File: config.mk
export PLATFORM = sky130hd
export DESIGN_NAME = uart_crc_transmitter
export DESIGN_NICKNAME = d
export VERILOG_FILES = /design/src/rtl/uart_crc_transmitter.sv
export SDC_FILE = /design/constraint.sdc
export NUM_CORES = 1
export LEC_CHECK = 0
export BUFFER_PORTS_ARGS = -buffer_cell sky130_fd_sc_hd__clkbuf_2
export CAP_MARGIN = 5
export CORE_UTILIZATION = 57
export DETAILED_ROUTE_END_ITERATION = 12
export PLACE_DENSITY = 0.89
export SLEW_MARGIN = 20
export SYNTH_ARGS = -nofsm -noshare
export SYNTH_HDL_FRONTEND = slang
export SYNTH_SLANG_ARGS = --single-unit
File: constraint.sdc
create_clock -name clk -period 2.55 [get_ports clk]
set_clock_uncertainty 0.1 [all_clocks]
set_input_delay 0.3825 -clock clk [delete_from_list [all_inputs] [get_ports clk]]
set_output_delay 0.3825 -clock clk [all_outputs]
set_load 0.05 [all_outputs]
File: src/rtl/uart_crc_transmitter.sv
// UART transmitter: start bit, 8 data bits LSB first, CRC-4 (x^4+x+1) LSB first, stop bit.
// Output line and status are registered; the CRC is computed once when the byte is accepted.
module uart_crc_transmitter #(
    parameter int CLKS_PER_BIT = 1042
) (
    input  logic       clk,
    input  logic       rst,
    input  logic       tx_start,
    input  logic [7:0] tx_data,
    input  logic       crc_corrupt,
    output logic       tx,
    output logic       tx_busy,
    output logic       tx_done
);

    localparam int CNT_W = (CLKS_PER_BIT > 1) ? $clog2(CLKS_PER_BIT) : 1;
    localparam logic [CNT_W-1:0] CNT_MAX = CNT_W'(CLKS_PER_BIT - 1);

    typedef enum logic [2:0] {S_IDLE, S_START, S_DATA, S_CRC, S_STOP} state_t;

    state_t           state_q, state_d;
    logic [CNT_W-1:0] cnt_q, cnt_d;
    logic [2:0]       bit_q, bit_d;
    logic [7:0]       data_q, data_d;
    logic [3:0]       crc_q, crc_d;
    logic             tx_q, tx_d;
    logic             busy_q, busy_d;
    logic             done_q, done_d;
    logic             bit_last;
    logic [2:0]       bit_nxt;

    // Remainder of {d,4'b0} divided by 10011, long division MSB first.
    function automatic logic [3:0] crc4(input logic [7:0] d);
        logic [11:0] r;
        r = {d, 4'b0000};
        for (int i = 11; i >= 4; i--) begin
            if (r[i]) r[i -: 5] = r[i -: 5] ^ 5'b10011;
        end
        return r[3:0];
    endfunction

    assign bit_last = (cnt_q == CNT_MAX);
    assign bit_nxt  = bit_q + 3'd1;

    always_comb begin
        state_d = state_q;
        cnt_d   = cnt_q;
        bit_d   = bit_q;
        data_d  = data_q;
        crc_d   = crc_q;
        tx_d    = tx_q;
        busy_d  = busy_q;
        done_d  = 1'b0;
        if (state_q != S_IDLE) cnt_d = bit_last ? '0 : cnt_q + 1'b1;
        case (state_q)
            S_IDLE: begin
                tx_d   = 1'b1;
                busy_d = 1'b0;
                cnt_d  = '0;
                if (tx_start) begin
                    data_d  = tx_data;
                    crc_d   = crc4(tx_data) ^ {3'b000, crc_corrupt};
                    state_d = S_START;
                    tx_d    = 1'b0;
                    busy_d  = 1'b1;
                end
            end
            S_START: begin
                if (bit_last) begin
                    state_d = S_DATA;
                    bit_d   = 3'd0;
                    tx_d    = data_q[0];
                end
            end
            S_DATA: begin
                if (bit_last) begin
                    if (bit_q == 3'd7) begin
                        state_d = S_CRC;
                        bit_d   = 3'd0;
                        tx_d    = crc_q[0];
                    end else begin
                        bit_d = bit_nxt;
                        tx_d  = data_q[bit_nxt];
                    end
                end
            end
            S_CRC: begin
                if (bit_last) begin
                    if (bit_q == 3'd3) begin
                        state_d = S_STOP;
                        bit_d   = 3'd0;
                        tx_d    = 1'b1;
                    end else begin
                        bit_d = bit_nxt;
                        tx_d  = crc_q[bit_nxt[1:0]];
                    end
                end
            end
            S_STOP: begin
                // Done cycle is spent in IDLE, so a new request can be accepted in it.
                if (bit_last) begin
                    state_d = S_IDLE;
                    tx_d    = 1'b1;
                    busy_d  = 1'b0;
                    done_d  = 1'b1;
                end
            end
            default: begin
                state_d = S_IDLE;
                tx_d    = 1'b1;
                busy_d  = 1'b0;
            end
        endcase
    end

    always_ff @(posedge clk or posedge rst) begin
        if (rst) begin
            state_q <= S_IDLE;
            cnt_q   <= '0;
            bit_q   <= 3'd0;
            data_q  <= 8'h00;
            crc_q   <= 4'h0;
            tx_q    <= 1'b1;
            busy_q  <= 1'b0;
            done_q  <= 1'b0;
        end else begin
            state_q <= state_d;
            cnt_q   <= cnt_d;
            bit_q   <= bit_d;
            data_q  <= data_d;
            crc_q   <= crc_d;
            tx_q    <= tx_d;
            busy_q  <= busy_d;
            done_q  <= done_d;
        end
    end

    assign tx      = tx_q;
    assign tx_busy = busy_q;
    assign tx_done = done_q;

endmodule

==> results of run 1 <==
## kinds of logic after synthesis
kind of cell	Yosys count	share of synthesized area, %
and+or+nand+nor	58	18.49
DFF	32	45.24
AOI/OAI and AO/OA	23	8.822
xor gates and xnor gates	22	10.87
buffers and inverters	12	2.611
muxes	12	9.739
adders and majority gates	6	4.234
## area by class of cell
cell class	count	area share, %
clock buffer	6	2.643
inverter	7	1.354
timing repair buffer	16	4.513
multi-input combinational	121	47.65
tap	31	1.999
sequential	32	41.33
clock inverter	2	0.5158
## registers in the layout, indices dropped and copies added, names as in the netlist
signal   flops
cnt_q       11
tx_busy      1
state_q      3
bit_q        3
crc_q        4
tx           1
tx_done      1
data_q       8
## power breakdown
part,internal (mW),total (mW),switching (mW)
clock,0.131,0.305,0.174
combinational,0.171,0.354,0.183
sequential,0.617,0.710,0.0934
## synthesized netlist by cell type (all sizes together) (2+ instances only)
| cell | instances |
|---|---|
| a21oi | 4 |
| mux2 | 9 |
| nand2 | 15 |
| nor4 | 3 |
| xnor2 | 18 |
| o22ai | 2 |
| xor2 | 4 |
| a21o | 3 |
| o21ai | 6 |
| nor2 | 18 |
| mux4 | 3 |
| nand2b | 2 |
| nor3 | 5 |
| ha | 6 |
| nor4b | 2 |
| inv | 7 |
| nand3 | 4 |
| nor2b | 2 |
| dfrtp | 31 |
| clkbuf | 4 |
## final timing paths
| path | from | endpoint | slack (ps) | depth (start not counted) |
|---|---|---|---|---|
| worst max register to register | state_q[2] | data_q[2] | 500 | 3 |
| min in group asynchronous | rst | cnt_q[1] | 550 | 4 |
| worst min register to register | crc_q[2] | crc_q[2] | 410 | 2 |
| worst min-delay path | tx_data[0] | data_q[0] | 210 | 2 |
| worst max-delay path | state_q[2] | data_q[2] | 500 | 3 |
| max in group asynchronous | rst | tx | 1480 | 4 |
## placed cells by master, fill, tap and decap left out, types with 2 or more instances in the layout
cell | netlist | routed
sky130_fd_sc_hd__nand2b_1 | 2 | 2
sky130_fd_sc_hd__xor2_1 | 4 | 4
sky130_fd_sc_hd__a21oi_1 | 4 | 4
sky130_fd_sc_hd__a21o_1 | 3 | 3
sky130_fd_sc_hd__nor3_1 | 5 | 5
sky130_fd_sc_hd__clkinv_2 | 0 | 2
sky130_fd_sc_hd__clkbuf_2 | 0 | 14
sky130_fd_sc_hd__nor2b_1 | 2 | 2
sky130_fd_sc_hd__ha_1 | 6 | 6
sky130_fd_sc_hd__nand3_1 | 3 | 3
sky130_fd_sc_hd__clkbuf_4 | 0 | 5
sky130_fd_sc_hd__nor4_1 | 3 | 3
sky130_fd_sc_hd__dfrtp_1 | 31 | 31
sky130_fd_sc_hd__nor2_1 | 18 | 18
sky130_fd_sc_hd__nor4b_4 | 2 | 2
sky130_fd_sc_hd__mux4_2 | 3 | 3
sky130_fd_sc_hd__o22ai_1 | 2 | 2
sky130_fd_sc_hd__mux2_2 | 8 | 8
sky130_fd_sc_hd__nand2_1 | 15 | 15
sky130_fd_sc_hd__xnor2_1 | 18 | 18
sky130_fd_sc_hd__o21ai_0 | 6 | 6
sky130_fd_sc_hd__inv_1 | 7 | 7
## through the flow
step / instance area, sq um / instances / utilization [%] / worst slack, ps
finish: 1941 / 215 / 68.03 / 499.2
global route: 1941 / 215 / 68.03 / 340.1
CTS: 1941 / 215 / 68.03 / 534.4
detailed placement: 1869 / 206 / 65.53 / 546.2
global placement: 1869 / 206 / 65.53 / 646.8
floorplan: 1773 / 165 / - / 706.4
## per-layer routing
metal	routed length [um]	vias up	GRT usage, %
met1	1583	590	31.30
met3	163	10	6.250
met4	65	0	10.20
met5	0	-	0
met2	1524	39	35.22
li1	-	613	-
## critical path, stage by stage, from the launching register on
cell and delay [ps]:
sky130_fd_sc_hd__dfrtp_1 520, sky130_fd_sc_hd__nor3_1 470, sky130_fd_sc_hd__nand2_1 440, sky130_fd_sc_hd__mux2_2 400
==> flow_summary.ini, run 1 <==
[detailed_routing]
drt_wl_total_um = 3336
drt_first_iter_violations = 40
detailedRoute.firstPassIterationCount = 5
detailroute.via_count = 1252
detail_route.drc_violations = 0
avgRoutedWirePerCell_um = 15.52
ant_nets = 0
route.detailed.vias_per_inst = 5.823

[cts]
clockRootBuffer = sky130_fd_sc_hd__clkbuf_4
cts_buffers = 5
ctsLongestPathBuffers = 2
cts_setup_buffers = 0
cts_tree = done
post_cts_resized = 0
cts_hold_buf = 1
cts.clk_slew.worst_paths_ps = 100
insertion_delay_of_the_later_clocked_pin_in_the_worst_skew_pair_ps = 330
clkSinkCount = 32
cts.htree.levels = 2

[status]
result_of_the_run = complete, no violations

[synth]
synth_top_area_cell = sky130_fd_sc_hd__dfrtp_1
synthTopCellsByArea = sky130_fd_sc_hd__dfrtp_1 44%, sky130_fd_sc_hd__xnor2_1 8.9%, sky130_fd_sc_hd__mux2_2 5.1%
syn-cell-area_sq_um = 1773
synth_area_per_cell_sq_um = 10.75
syn_nets = 183
synth.yosys.seq_area_share_pct = 45.24
synth_top_flop_cell = sky130_fd_sc_hd__dfrtp_1
ys_ff_latch = 32
synth.top_cell.area_share_pct = 43.75
synth_cell_type_count = 39
synth_enable_flop_cells = 0
ys_async_sr_fraction_pct = 100.0
synthesis.instances = 165
synth_warnings = 0

[finish]
n_antenna_cell = 0
regArea_sq_um = 802.0
areaGrowthSynthToFinish_pct = 9.457
layout-drive-gt1-share_pct = 22.83
fin_nets = 201
fillCellCount = 202
multiInputGateArea_sq_um = 924.6

[timing]
worst-slew-pin-transition_ps = 524.7
unrepaired_setup_endpoints_after_global_routing = no
final_min_period_over_clock_period_pct = 80.42
setup_total_negative_slack_ps = 0
max_clock_freq_ghz = 0.4876
hold-worst-slack_ps = 212.6
slew_viol_final = 0
finalHoldViolations = 0
setup_viol = 0
final_period_minus_worst_setup_slack_ps = 2051
slew_headroom_pct = 64.94

[setup_path]
worstSetupStartpointType = flop
worst_setup_path_category = flop to flop
worst-endpoint-arrival_ps = 2170
worst_setup_path_end_kind = flop
crit_fanout = 16
worstPathRequired_ps = 2670

[job]
cap_viol_max_count = 0

[floorplanning]
design.die.area_sq_um = 3337
initial_core_utilization_pct = 62.15
die_height_um = 57.77
fp-row-count = 19
placeableCoreArea_sq_um = 2853
chipWidth_um = 57.77
design.portCount = 15

[placement]
portBuffers = 14
gp_routability_congestion = 0.9053
dp_hpwl_um = 2459

[global_routing]
grt_antenna_before_repair = 0
global_route.usage.total_pct = 23.10
grt_first_pass_wirelength_um = 5782
maximum_number_of_pins_on_one_net_before_global_route_repair = 33
gr-total-overflow = 0
vias_in_the_first_global_route = 1269

[pwr]
ir_drop_v = 0.0005885
post-layout-total-power_mw = 1.370
power_leakage_nw = 0.8642
power-per-cell-area_nw_per_um2 = 705.7

[worst_hold_path]
hp-class = primary input to flop
(Power assumes the default switching activity.)
==> run 2: changes to the inputs <==
--- a/config.mk
+++ b/config.mk
@@ -7,9 +7,9 @@
 export LEC_CHECK = 0
 export BUFFER_PORTS_ARGS = -buffer_cell sky130_fd_sc_hd__clkbuf_2
 export CAP_MARGIN = 5
-export CORE_UTILIZATION = 57
+export CORE_UTILIZATION = 53
 export DETAILED_ROUTE_END_ITERATION = 12
-export PLACE_DENSITY = 0.89
+export PLACE_DENSITY = 0.87
 export SLEW_MARGIN = 20
 export SYNTH_ARGS = -nofsm -noshare
 export SYNTH_HDL_FRONTEND = slang
==> constraint.sdc (replaced) <==
create_clock -name clk -period 1.8 [get_ports clk]
set_clock_uncertainty 0.1 [all_clocks]
set_input_delay 0.27 -clock clk [delete_from_list [all_inputs] [get_ports clk]]
set_output_delay 0.27 -clock clk [all_outputs]
set_load 0.05 [all_outputs]
==> run 2 against run 1 <==
  * The flow now finishes with violations (negative setup slack)
  * Fmax is 12% higher
  * Core utilization increased by 0.76 points
  * Sequential share of layout area fell by 3.8 points
  * Critical path depth increased by 3
  * Clock-buffer cell count is the same
==> flow_summary.ini, run 2 (same netlist as run 1, synthesis figures left out) <==
[cts]
cts_buffers = 5
ctsLongestPathBuffers = 2
clockRootBuffer = sky130_fd_sc_hd__clkbuf_4
cts.clk_slew.worst_paths_ps = 100
insertion_delay_of_the_later_clocked_pin_in_the_worst_skew_pair_ps = 330
clkSinkCount = 32
cts_tree = done
cts.htree.levels = 2

[floorplanning]
die_height_um = 59.84
design.portCount = 15
design.die.area_sq_um = 3580
chipWidth_um = 59.84
initial_core_utilization_pct = 57.14
fp-row-count = 20
placeableCoreArea_sq_um = 3103

[detailed_routing]
ant_nets = 0
detailroute.via_count = 1333
drt_wl_total_um = 3623
avgRoutedWirePerCell_um = 14.79
detail_route.drc_violations = 0
route.detailed.vias_per_inst = 5.441
detailedRoute.firstPassIterationCount = 4
drt_first_iter_violations = 70

[pwr]
post-layout-total-power_mw = 2.163
ir_drop_v = 0.0004887
power-per-cell-area_nw_per_um2 = 1014
power_leakage_nw = 0.9509

[timing]
final_min_period_over_clock_period_pct = 101.8
worst-slew-pin-transition_ps = 402.9
unrepaired_setup_endpoints_after_global_routing = yes
max_clock_freq_ghz = 0.5459
setup_viol = 1
final_period_minus_worst_setup_slack_ps = 1832
fin_ws_ps = -31.72
slew_headroom_pct = 73.14
slew_viol_final = 0
finalHoldViolations = 0

[finish]
largest_register = cnt_q
largest_register_ff_count = 11
biggest_regs = cnt_q (11), data_q (8), crc_q (4)
layout-drive-gt1-share_pct = 31.34
most_common_library_cell_in_the_layout_ignoring_fill_and_taps = sky130_fd_sc_hd__dfrtp_1
n_antenna_cell = 0
areaGrowthSynthToFinish_pct = 20.40
fin_nets = 218
layout_common_cells = 31 x sky130_fd_sc_hd__dfrtp_1, 18 x sky130_fd_sc_hd__xnor2_1, 16 x sky130_fd_sc_hd__nor2_1, 16 x sky130_fd_sc_hd__buf_4, 15 x sky130_fd_sc_hd__nand2_1

[placement]
portBuffers = 14
dp_hpwl_um = 2637
gp_routability_congestion = 0.8982
dpl_worst_slack_ps = -16.92

[setup_path]
worst-endpoint-arrival_ps = 1960
crit_fanout = 3
worstSetupStartpointType = flop
worst_setup_path_category = flop to flop
worst_setup_path_end_kind = flop
worstPathRequired_ps = 1930

[global_routing]
vias_in_the_first_global_route = 1250
maximum_number_of_pins_on_one_net_before_global_route_repair = 33
grt_first_pass_wirelength_um = 5802
grt_antenna_before_repair = 0
gr-total-overflow = 0
global_route.usage.total_pct = 22.61

[status]
result_of_the_run = complete, but fails checks
failed_checks = negative setup slack

[worst_hold_path]
hp-class = primary input to flop

[job]
cap_viol_max_count = 0
run 2: layer usage:
layer | wire length (um) | global-route usage (%)
met3 | 154 | 6.061
met1 | 1602 | 29.68
met4 | 39 | 7.641
met5 | 0 | 0
met2 | 1826 | 36.19
run 2: final timing paths:
check                             to  depth (start not counted)  slack, ps  startpoint
max                         bit_q[1]                          6        -30    cnt_q[1]
max in group asynchronous         tx                          4        840         rst
max reg2reg                 bit_q[1]                          6        -30    cnt_q[1]
min reg2reg                 crc_q[2]                          2        400    crc_q[2]
min                        data_q[1]                          2         90  tx_data[1]
min in group asynchronous   cnt_q[7]                          4        440         rst
run 2: through the flow:
stage / TNS [ps] / utilization (%) / instances / hold slack (ps) / area, sq um
after global routing: -239.5 / 68.79 / 245 / 89.67 / 2135
final: -31.72 / 68.79 / 245 / 94.01 / 2135
after global placement: 0 / 64.40 / 234 / 248.6 / 1998
after CTS: -23.22 / 67.66 / 243 / 88.19 / 2100
after floorplan: -43.62 / - / 165 / 285.5 / 1773
after detailed placement: -52.32 / 64.40 / 234 / 256.7 / 1998
run 2: what timing repair did:
action	4_1_cts	5_1_grt
gates cloned	0	1
endpoints found under the setup margin	11	7
setup buffers	0	1
hold endpoints to repair	31	0
pin swaps	0	1
hold buffers	1	0
gates resized for setup	2	7
run 2: power breakdown:
part / switching [mW] / internal (mW) / total [mW]
Clock: 0.251 / 0.291 / 0.542
Combinational: 0.328 / 0.318 / 0.645
Sequential: 0.102 / 0.874 / 0.976
run 2: area by class of cell:
cell class / count / area, sq um
Sequential cell: 32 / 802.0
Fill cell: 237 / 968.4
Tap cell: 44 / 55.05
Inverter: 7 / 26.28
Multi-Input combinational cell: 122 / 963.4
Clock buffer: 6 / 41.29
Clock inverter: 2 / 35.03
Timing Repair Buffer: 32 / 211.5
run 2: critical path: stages (launching register included):
cell                      delay [ps]
sky130_fd_sc_hd__dfrtp_1         400
sky130_fd_sc_hd__inv_1            60
sky130_fd_sc_hd__ha_1            140
sky130_fd_sc_hd__nor4b_4         270
sky130_fd_sc_hd__nand3_4         110
sky130_fd_sc_hd__or3_4           360
sky130_fd_sc_hd__mux2_4          300
